$ cat config.mk
export PLATFORM = sky130hd
export DESIGN_NAME = crack_sched
export DESIGN_NICKNAME = d
export VERILOG_FILES = /design/src/rtl/crack_pkg.sv /design/src/rtl/crack_lane_pick.sv /design/src/rtl/crack_sched.sv
export SDC_FILE = /design/constraint.sdc
export NUM_CORES = 1
export LEC_CHECK = 0
export BUFFER_PORTS_ARGS = -buffer_cell sky130_fd_sc_hd__buf_4
export CAP_MARGIN = 20
export CORE_UTILIZATION = 58
export DETAILED_ROUTE_END_ITERATION = 12
export GPL_TIMING_DRIVEN = 0
export PLACE_DENSITY = 0.81
export SYNTH_ARGS = -nofsm -noshare
export SYNTH_HDL_FRONTEND = slang
export SYNTH_SLANG_ARGS = --single-unit
$ cat constraint.sdc
create_clock -name clk -period 5.77 [get_ports clk]
set_input_delay 0.2885 -clock clk [delete_from_list [all_inputs] [get_ports clk]]
set_output_delay 0.2885 -clock clk [all_outputs]
set_load 0.03 [all_outputs]
$ cat src/rtl/crack_pkg.sv
// Shared types and helpers for the ARC4 key-search scheduler and its lanes.
package crack_pkg;

    localparam int DEFAULT_KEY_W = 24;

    typedef enum logic [1:0] {
        S_IDLE,
        S_RUN,
        S_DRAIN
    } sched_state_t;

    // Lanes use this to qualify a decrypted byte as plain text.
    function automatic logic is_printable(input logic [7:0] b);
        return (b >= 8'h20) && (b <= 8'h7E);
    endfunction

endpackage

$ cat src/rtl/crack_lane_pick.sv
// Priority encoder: lowest lane index that is ready and not already holding a key.
module crack_lane_pick
    import crack_pkg::*;
#(
    parameter int NUM_LANES = 2,
    parameter int IDX_W     = (NUM_LANES > 1) ? $clog2(NUM_LANES) : 1
) (
    input  logic [NUM_LANES-1:0] lane_rdy,
    input  logic [NUM_LANES-1:0] busy,
    output logic [IDX_W-1:0]     idx,
    output logic                 found
);

    // Scan downwards so the lowest eligible index is the last one written.
    always_comb begin
        idx   = '0;
        found = 1'b0;
        for (int i = NUM_LANES - 1; i >= 0; i--) begin
            if (lane_rdy[i] && !busy[i]) begin
                idx   = IDX_W'(i);
                found = 1'b1;
            end
        end
    end

endmodule

$ cat src/rtl/crack_sched.sv
// Sweeps [key_lo, key_hi] across NUM_LANES key-test lanes and reports the lowest passing key.
module crack_sched
    import crack_pkg::*;
#(
    parameter int KEY_W     = DEFAULT_KEY_W,
    parameter int NUM_LANES = 2
) (
    input  logic                       clk,
    input  logic                       rst_n,
    input  logic                       en,
    output logic                       rdy,
    input  logic [KEY_W-1:0]           key_lo,
    input  logic [KEY_W-1:0]           key_hi,
    output logic [KEY_W-1:0]           key,
    output logic                       key_valid,
    output logic [NUM_LANES-1:0]       lane_start,
    output logic [NUM_LANES*KEY_W-1:0] lane_key,
    input  logic [NUM_LANES-1:0]       lane_rdy,
    input  logic [NUM_LANES-1:0]       lane_done,
    input  logic [NUM_LANES-1:0]       lane_hit
);

    localparam int IDX_W = (NUM_LANES > 1) ? $clog2(NUM_LANES) : 1;

    sched_state_t         state_q, state_nxt;
    logic [KEY_W:0]       next_q;
    logic [KEY_W-1:0]     hi_q;
    logic [KEY_W-1:0]     best_q, best_nxt;
    logic                 best_valid_q, best_valid_nxt;
    logic [KEY_W-1:0]     key_q;
    logic                 key_valid_q;
    logic [NUM_LANES-1:0] busy_q, done_mask, busy_left, start_q;
    logic [KEY_W-1:0]     lane_key_q [NUM_LANES];
    logic [IDX_W-1:0]     pick_idx;
    logic                 pick_found;
    logic                 issue_ok, dispatch;

    crack_lane_pick #(
        .NUM_LANES (NUM_LANES),
        .IDX_W     (IDX_W)
    ) u_pick (
        .lane_rdy (lane_rdy),
        .busy     (busy_q),
        .idx      (pick_idx),
        .found    (pick_found)
    );

    assign done_mask = lane_done & busy_q;
    assign busy_left = busy_q & ~done_mask;

    // The extra counter bit lets key_hi = all-ones terminate instead of wrapping.
    assign issue_ok = (next_q <= {1'b0, hi_q}) &&
                      (!best_valid_q || (next_q < {1'b0, best_q}));
    assign dispatch = (state_q == S_RUN) && issue_ok && pick_found;

    // Simultaneous finishers are folded in lane order; the strict compare keeps the lowest key.
    always_comb begin
        best_nxt       = best_q;
        best_valid_nxt = best_valid_q;
        for (int i = 0; i < NUM_LANES; i++) begin
            if (done_mask[i] && lane_hit[i] &&
                (!best_valid_nxt || (lane_key_q[i] < best_nxt))) begin
                best_nxt       = lane_key_q[i];
                best_valid_nxt = 1'b1;
            end
        end
    end

    always_comb begin
        state_nxt = state_q;
        case (state_q)
            S_IDLE:  if (en) state_nxt = S_RUN;
            S_RUN:   if (!issue_ok) state_nxt = S_DRAIN;
            S_DRAIN: if (busy_left == '0) state_nxt = S_IDLE;
            default: state_nxt = S_IDLE;
        endcase
    end

    always_ff @(posedge clk or negedge rst_n) begin
        if (!rst_n) state_q <= S_IDLE;
        else        state_q <= state_nxt;
    end

    always_ff @(posedge clk or negedge rst_n) begin
        if (!rst_n) begin
            next_q       <= '0;
            hi_q         <= '0;
            best_q       <= '0;
            best_valid_q <= 1'b0;
            key_q        <= '0;
            key_valid_q  <= 1'b0;
            busy_q       <= '0;
            start_q      <= '0;
            for (int i = 0; i < NUM_LANES; i++) lane_key_q[i] <= '0;
        end else begin
            start_q      <= '0;
            busy_q       <= busy_left;
            best_q       <= best_nxt;
            best_valid_q <= best_valid_nxt;
            if (state_q == S_IDLE && en) begin
                hi_q         <= key_hi;
                next_q       <= {1'b0, key_lo};
                best_valid_q <= 1'b0;
                key_valid_q  <= 1'b0;
            end
            if (dispatch) begin
                start_q[pick_idx]    <= 1'b1;
                busy_q[pick_idx]     <= 1'b1;
                lane_key_q[pick_idx] <= next_q[KEY_W-1:0];
                next_q               <= next_q + (KEY_W + 1)'(1);
            end
            // Result is taken from the merged value so completion lands one cycle after the last lane_done.
            if (state_q == S_DRAIN && busy_left == '0) begin
                key_q       <= best_nxt;
                key_valid_q <= best_valid_nxt;
            end
        end
    end

    assign rdy        = (state_q == S_IDLE);
    assign key        = key_q;
    assign key_valid  = key_valid_q;
    assign lane_start = start_q;

    for (genvar g = 0; g < NUM_LANES; g++) begin : g_lane_key
        assign lane_key[g*KEY_W +: KEY_W] = lane_key_q[g];
    end

endmodule

Word level (Yosys, flattened, before mapping)
Cells that the tools add are included.
{ "totals": {"regBits": 153} }
{ "classes": {"n_addsub": 1, "order_cmp": 8, "n_eq_ne": 5, "n_mux": 23, "n_bitwise": 5, "n_reduce_logical": 25} }
{ "op_table": {"columns": ["operator", "count"], "rows": [
  ["$mux W24", 3],
  ["$mux W25", 2],
  ["$bwmux W48", 1],
  ["$lt A24 B24 Y1", 2],
  ["$add A25 B1 Y25 const B", 1],
  ["$le A25 B24 Y1", 1],
  ["$lt A25 B24 Y1", 1],
  ["$demux W24 S1", 1],
  ["$logic_and A1 B1 Y1", 13],
  ["$mux W2", 5],
  ["$mux W1", 9],
  ["$ne A2 B2 Y1 const B", 3],
  ["$pmux W2 S3", 1],
  ["$and A2 B2 Y2", 2],
  ["$logic_not A1 Y1", 4],
  ["$logic_not A2 Y1", 2],
  ["$reduce_bool A2 Y1", 2],
  ["$logic_or A1 B1 Y1", 3],
  ["$reduce_and A3 Y1", 1],
  ["$eq A2 B1 Y1 const B", 1],
  ["$eq A2 B2 Y1 const B", 1],
  ["$ge A2 B2 Y1 const B", 1],
  ["$lt A1 B2 Y1 const B", 1],
  ["$lt A2 B1 Y1 const B", 1],
  ["other kinds (5)", 5]
]} }

Depth between registers and ports, before layout
{ "logic_depth": {"word_depth": 10, "depth_mapped": 20, "ltp_nobuf": 17} }

Modules after synthesis
From an unflattened synthesis, not the netlist that was laid out.
{ "unflattened": {"cells_unflattened": 909, "hier_area_um2": 9019.9} }
{ "modules_own_cells": {"columns": ["module", "n_inst", "cells_each", "area_each_um2"], "rows": [
  ["crack_sched", 1, 904, 8981.1],
  ["crack_lane_pick", 1, 5, 38.8]
]} }

Least setup slack after synthesis
No wires, ideal clock.
{ "synth_timing": {"path_kind": "reg2reg", "start": "reg lane_key_q, in the netlist lane_key[17]", "end": "reg key_q[10] (netlist: key[10])", "setup_ps": 125, "t_arrival_ps": 4752, "setup_slack_ps": 893, "path_stages_with_launch": 20, "path_cell_list": "dfrtp_1 > ha_1 > nand4_1 > nor3_1 > a2111oi_0 > a2bb2oi_2 > and2_0 > clkbuf_1 > clkbuf_1 > a21oi_1 > ha_1 > a211oi_1 > nor2_1 > a2111oi_0 > a31oi_1 > nand2b_1 > o311ai_4 > buf_4 > mux2i_1 > mux2_2"} }
{ "synth_between": {"elab_chain_len": 8, "word_cells_on_any_way": 10} }
{ "synth_lines": {"columns": ["element", "line_no", "rtl"], "rows": [
  ["from (decl)", "crack_sched.sv:33", "logic [KEY_W-1:0] lane_key_q [NUM_LANES];"],
  ["from (signal, indexed assignment)", "crack_sched.sv:109", "lane_key_q[pick_idx] <= next_q[KEY_W-1:0];"],
  ["$lt A24 B24 Y1", "crack_sched.sv:62", "(!best_valid_nxt || (lane_key_q[i] < best_nxt))) begin"],
  ["$logic_or A1 B1 Y1", "crack_sched.sv:62", null],
  ["$logic_and A1 B1 Y1", "crack_sched.sv:61", "if (done_mask[i] && lane_hit[i] &&"],
  ["$mux W24 or $mux W1 (tied branches)", "crack_sched.sv:61", null],
  ["$lt A24 B24 Y1 or $logic_not A1 Y1 (tied branches)", "crack_sched.sv:62", null],
  ["$logic_or A1 B1 Y1", "crack_sched.sv:62", null],
  ["$logic_and A1 B1 Y1", "crack_sched.sv:61", null],
  ["$mux W24 *", "crack_sched.sv:61", null],
  ["net best_nxt[10]", "crack_sched.sv:28", "logic [KEY_W-1:0] best_q, best_nxt;"],
  ["to (signal assigned)", "crack_sched.sv:114", "key_q <= best_nxt;"],
  ["to (decl)", "crack_sched.sv:30", "logic [KEY_W-1:0] key_q;"]
]} }
Mark *: on every way through the listed nets, which the timed path passes. The rest lies on a longest branch.
A chain may end at the register's enable or synchronous reset.

Final worst setup path
{ "layout_timing": {"start": "reg lane_key_q, in the netlist lane_key[11]", "end": "reg key_q[10] (netlist: key[10])"} }
The elaborated chain is that of the path after synthesis.

==> results.cfg <==
[route]
drcViolationCount = 0
drtIter0Drc = 550
ant_nets = 0
vias = 7327
drt_pass1_iterations = 6
via_per_inst = 6.01
wirelength_mm = 23.2
wire_per_inst_um = 19.0

[timing]
period_share_pct = 94.6
max_slew_margin_pct = 45.9
finalMaxSlewViolations = 0
hold_viol_final = 0
postLayoutSetupSlackWorst_ps = 314
rsz0062_at_grt = no
fin_crit_ps = 5460
skew_ps = 12.2
setup_violations = 0
finalHoldWorstSlack_ps = 43.7
tightest_slew_ps = 812
timing.fmax_mhz = 183

[worst_setup_path]
crit_type = reg -> reg
crit_family = compound AO/OA/AOI/OAI gates
cp-end-kind = register
crit_required_ps = 6150
cp_data_arrival_time_ps = 5840
start_kind = register
path_cells = ha_1 -> a21oi_1 -> o21ai_0 -> a2111oi_2 -> a2bb2oi_2 -> and2_0 -> clkbuf_1 -> clkbuf_4 -> a21oi_1 -> ha_1 -> a211oi_1 -> nor2_1 -> a2111oi_0 -> a31oi_1 -> a2111o_1 -> o311ai_4 -> buf_4 -> mux2i_1 -> mux2_2
path_max_fanout = 10
max_stage_delay_ps = 470
crit_buf_inv = 3
cp_slowest_cell = a2111oi_0

[yosys]
synth_seq_area_share_pct = 42.8
yosysTopAreaCellShare_pct = 42.8
synth_ff_type = dfrtp_1
synth_area_sq_um = 8950
syn_avg_cell_area_sq_um = 10.4
synth_area_leaders = dfrtp_1 (43%), ha_1 (13%), mux2_2 (7.2%)
yosys.area.top_type = dfrtp_1
yosysWarnings = 0
synthDistinctLibCells = 58
yosys-top-cells-count = dfrtp_1 (153), ha_1 (94), inv_1 (87)
syn_nets = 1015
synthMostInstantiatedCell = dfrtp_1
synth-seq-cells = 153
synthArstFlopShare_pct = 100
synth_edf_count = 0
netlist_instances = 864

[clock_tree]
htree_levels = 4
tritoncts = done
cts-root-buf = clkbuf_16
cts_buffers = 17
cts.sinks = 153
clk_latency_ps = 450
clock_path_buffers = 2
clk_transition_reported_paths_ps = 60

[grt]
grt_pass1_vias = 7080
grt_max_degree = 91
grt_pass1_wl_mm = 37.1
grtUsageTotal_pct = 30.5
grt_overflow = 0
antenna_found_initial = 0

[cells_and_area]
drive_above_1_share_pct = 24.6
design_area_sq_um = 10900
num-nets-final = 1172
synthToLayoutAreaGrowth_pct = 21.5
antennaDiodeCount = 0
stdcell_count = 1220

[power_and_ir_drop]
p_leak_nw = 5.40
finalPower_mw = 7.09
power.density_nw_per_um2 = 652
vdd_drop_max_mv = 0.328

[status]
outcome = completed

[placed_design]
preCtsSetupSlack_ps = -296
dp_hpwl_mm = 17.4
place_inst = 1186
placed_cell_area_sq_um = 10200
gp_congestion = 0.908
portBuffers = 132

[floorplan]
die_x_um = 126
core_sq_um = 15100
die-area_sq_um = 15900
row_count = 45
io-pin-count = 133
die_y_um = 126
start_util_pct = 59.1

[worst_hold_path]
hold_path.class = in -> reg

[run]
drv_cap = 0
[power breakdown]
part	total, mW	switching (mW)	internal, mW
Clock	1.18	0.436	0.739
Sequential	2.13	0.565	1.57
Combinational	3.79	2.16	1.63
[flip-flops by register name (all words and copies together) (netlist names)]
| register | cells |
|---|---|
| hi_q | 24 |
| key | 24 |
| state_q | 2 |
| lane_key | 48 |
| key_valid | 1 |
| best_valid_q | 1 |
| next_q | 25 |
| busy_q | 2 |
| lane_start | 2 |
| best_q | 24 |
[repair_timing]
action / in CTS / in global routing
hold buffers: 1 / 0
buffers inserted: 2 / 2
pin swaps: 1 / 1
gates resized for setup: 3 / 4
endpoints found under the hold margin: 89 / 0
endpoints found under the setup margin: 40 / 25
[layer usage]
metal | up-vias | wire length [um] | GRT usage (%)
li1 | 3420 | - | -
met1 | 3525 | 9820 | 41.9
met2 | 333 | 11000 | 48.2
met3 | 49 | 1880 | 5.52
met4 | 0 | 518 | 11.5
met5 | - | 0 | 0
[final timing paths]
path / startpoint / endpoint / slack [ps] / cells past startpoint
setup / recovery: lane_key[11] / key[10] / 310 / 19
hold / removal: key_hi[12] / hi_q[12] / 40 / 3
setup reg to reg: lane_key[11] / key[10] / 310 / 19
hold reg to reg: hi_q[0] / hi_q[0] / 500 / 2
max in group asynchronous: rst_n / key[1] / 4490 / 3
min in group asynchronous: rst_n / lane_key[17] / 490 / 2
[through the flow]
step	setup TNS, ps	utilization, %
after global routing	0	71.8
after CTS	0	71.7
after global placement	-3540	67.2
after detailed placement	-4150	67.5
final	0	71.8
after floorplan	0	-
[cell usage in the layout, fill, tap and decap left out, types with 5 or more instances in the layout]
master and instances:
clkbuf_1 21, nand4_1 16, buf_2 5, buf_4 138, nor4_1 5, mux2i_1 40, nor3_1 9, mux2_2 57
o21ai_0 35, clkbuf_16 17, nor3b_1 7, dfrtp_1 153, nand2_1 57, a21o_1 18, mux2_4 14, nand3_1 30
nor2_1 35, a21oi_1 78, inv_1 87, nand2b_1 12, ha_1 94, and3_1 11, a211oi_1 5, a221o_1 11
[worst register-to-register path, delay by kind of cell (launching register included)]
kind / cells / cell delay [ps]
DFF: 1 / 440
buffers and inverters: 3 / 900
muxes: 2 / 600
adders and majority gates: 2 / 650
AOI/OAI and AO/OA: 10 / 2580
and+or+nand+nor: 2 / 240
[layout make-up]
cell class              count  area [sq um]
fillers                  1133          4270
plain buffers              31           169
flip-flops and latches    153          3830
multi-input cells         592          4640
clock buffers              22           464
repair buffers            139          1070
inverters                  87           327
clock inverters             8           145
well taps                 188           235
[cells by family after synthesis]
kind of cell	after synthesis	share of synthesized area, %
buffers and inverters	119	5.52
adder cells (fa/ha/maj)	94	13.1
multiplexers	111	14.0
AO/OA/AOI/OAI	190	13.7
flip-flops	153	42.8
AND/OR/NAND/NOR	197	10.9
No activity file was read; power rests on OpenSTA's default activity.
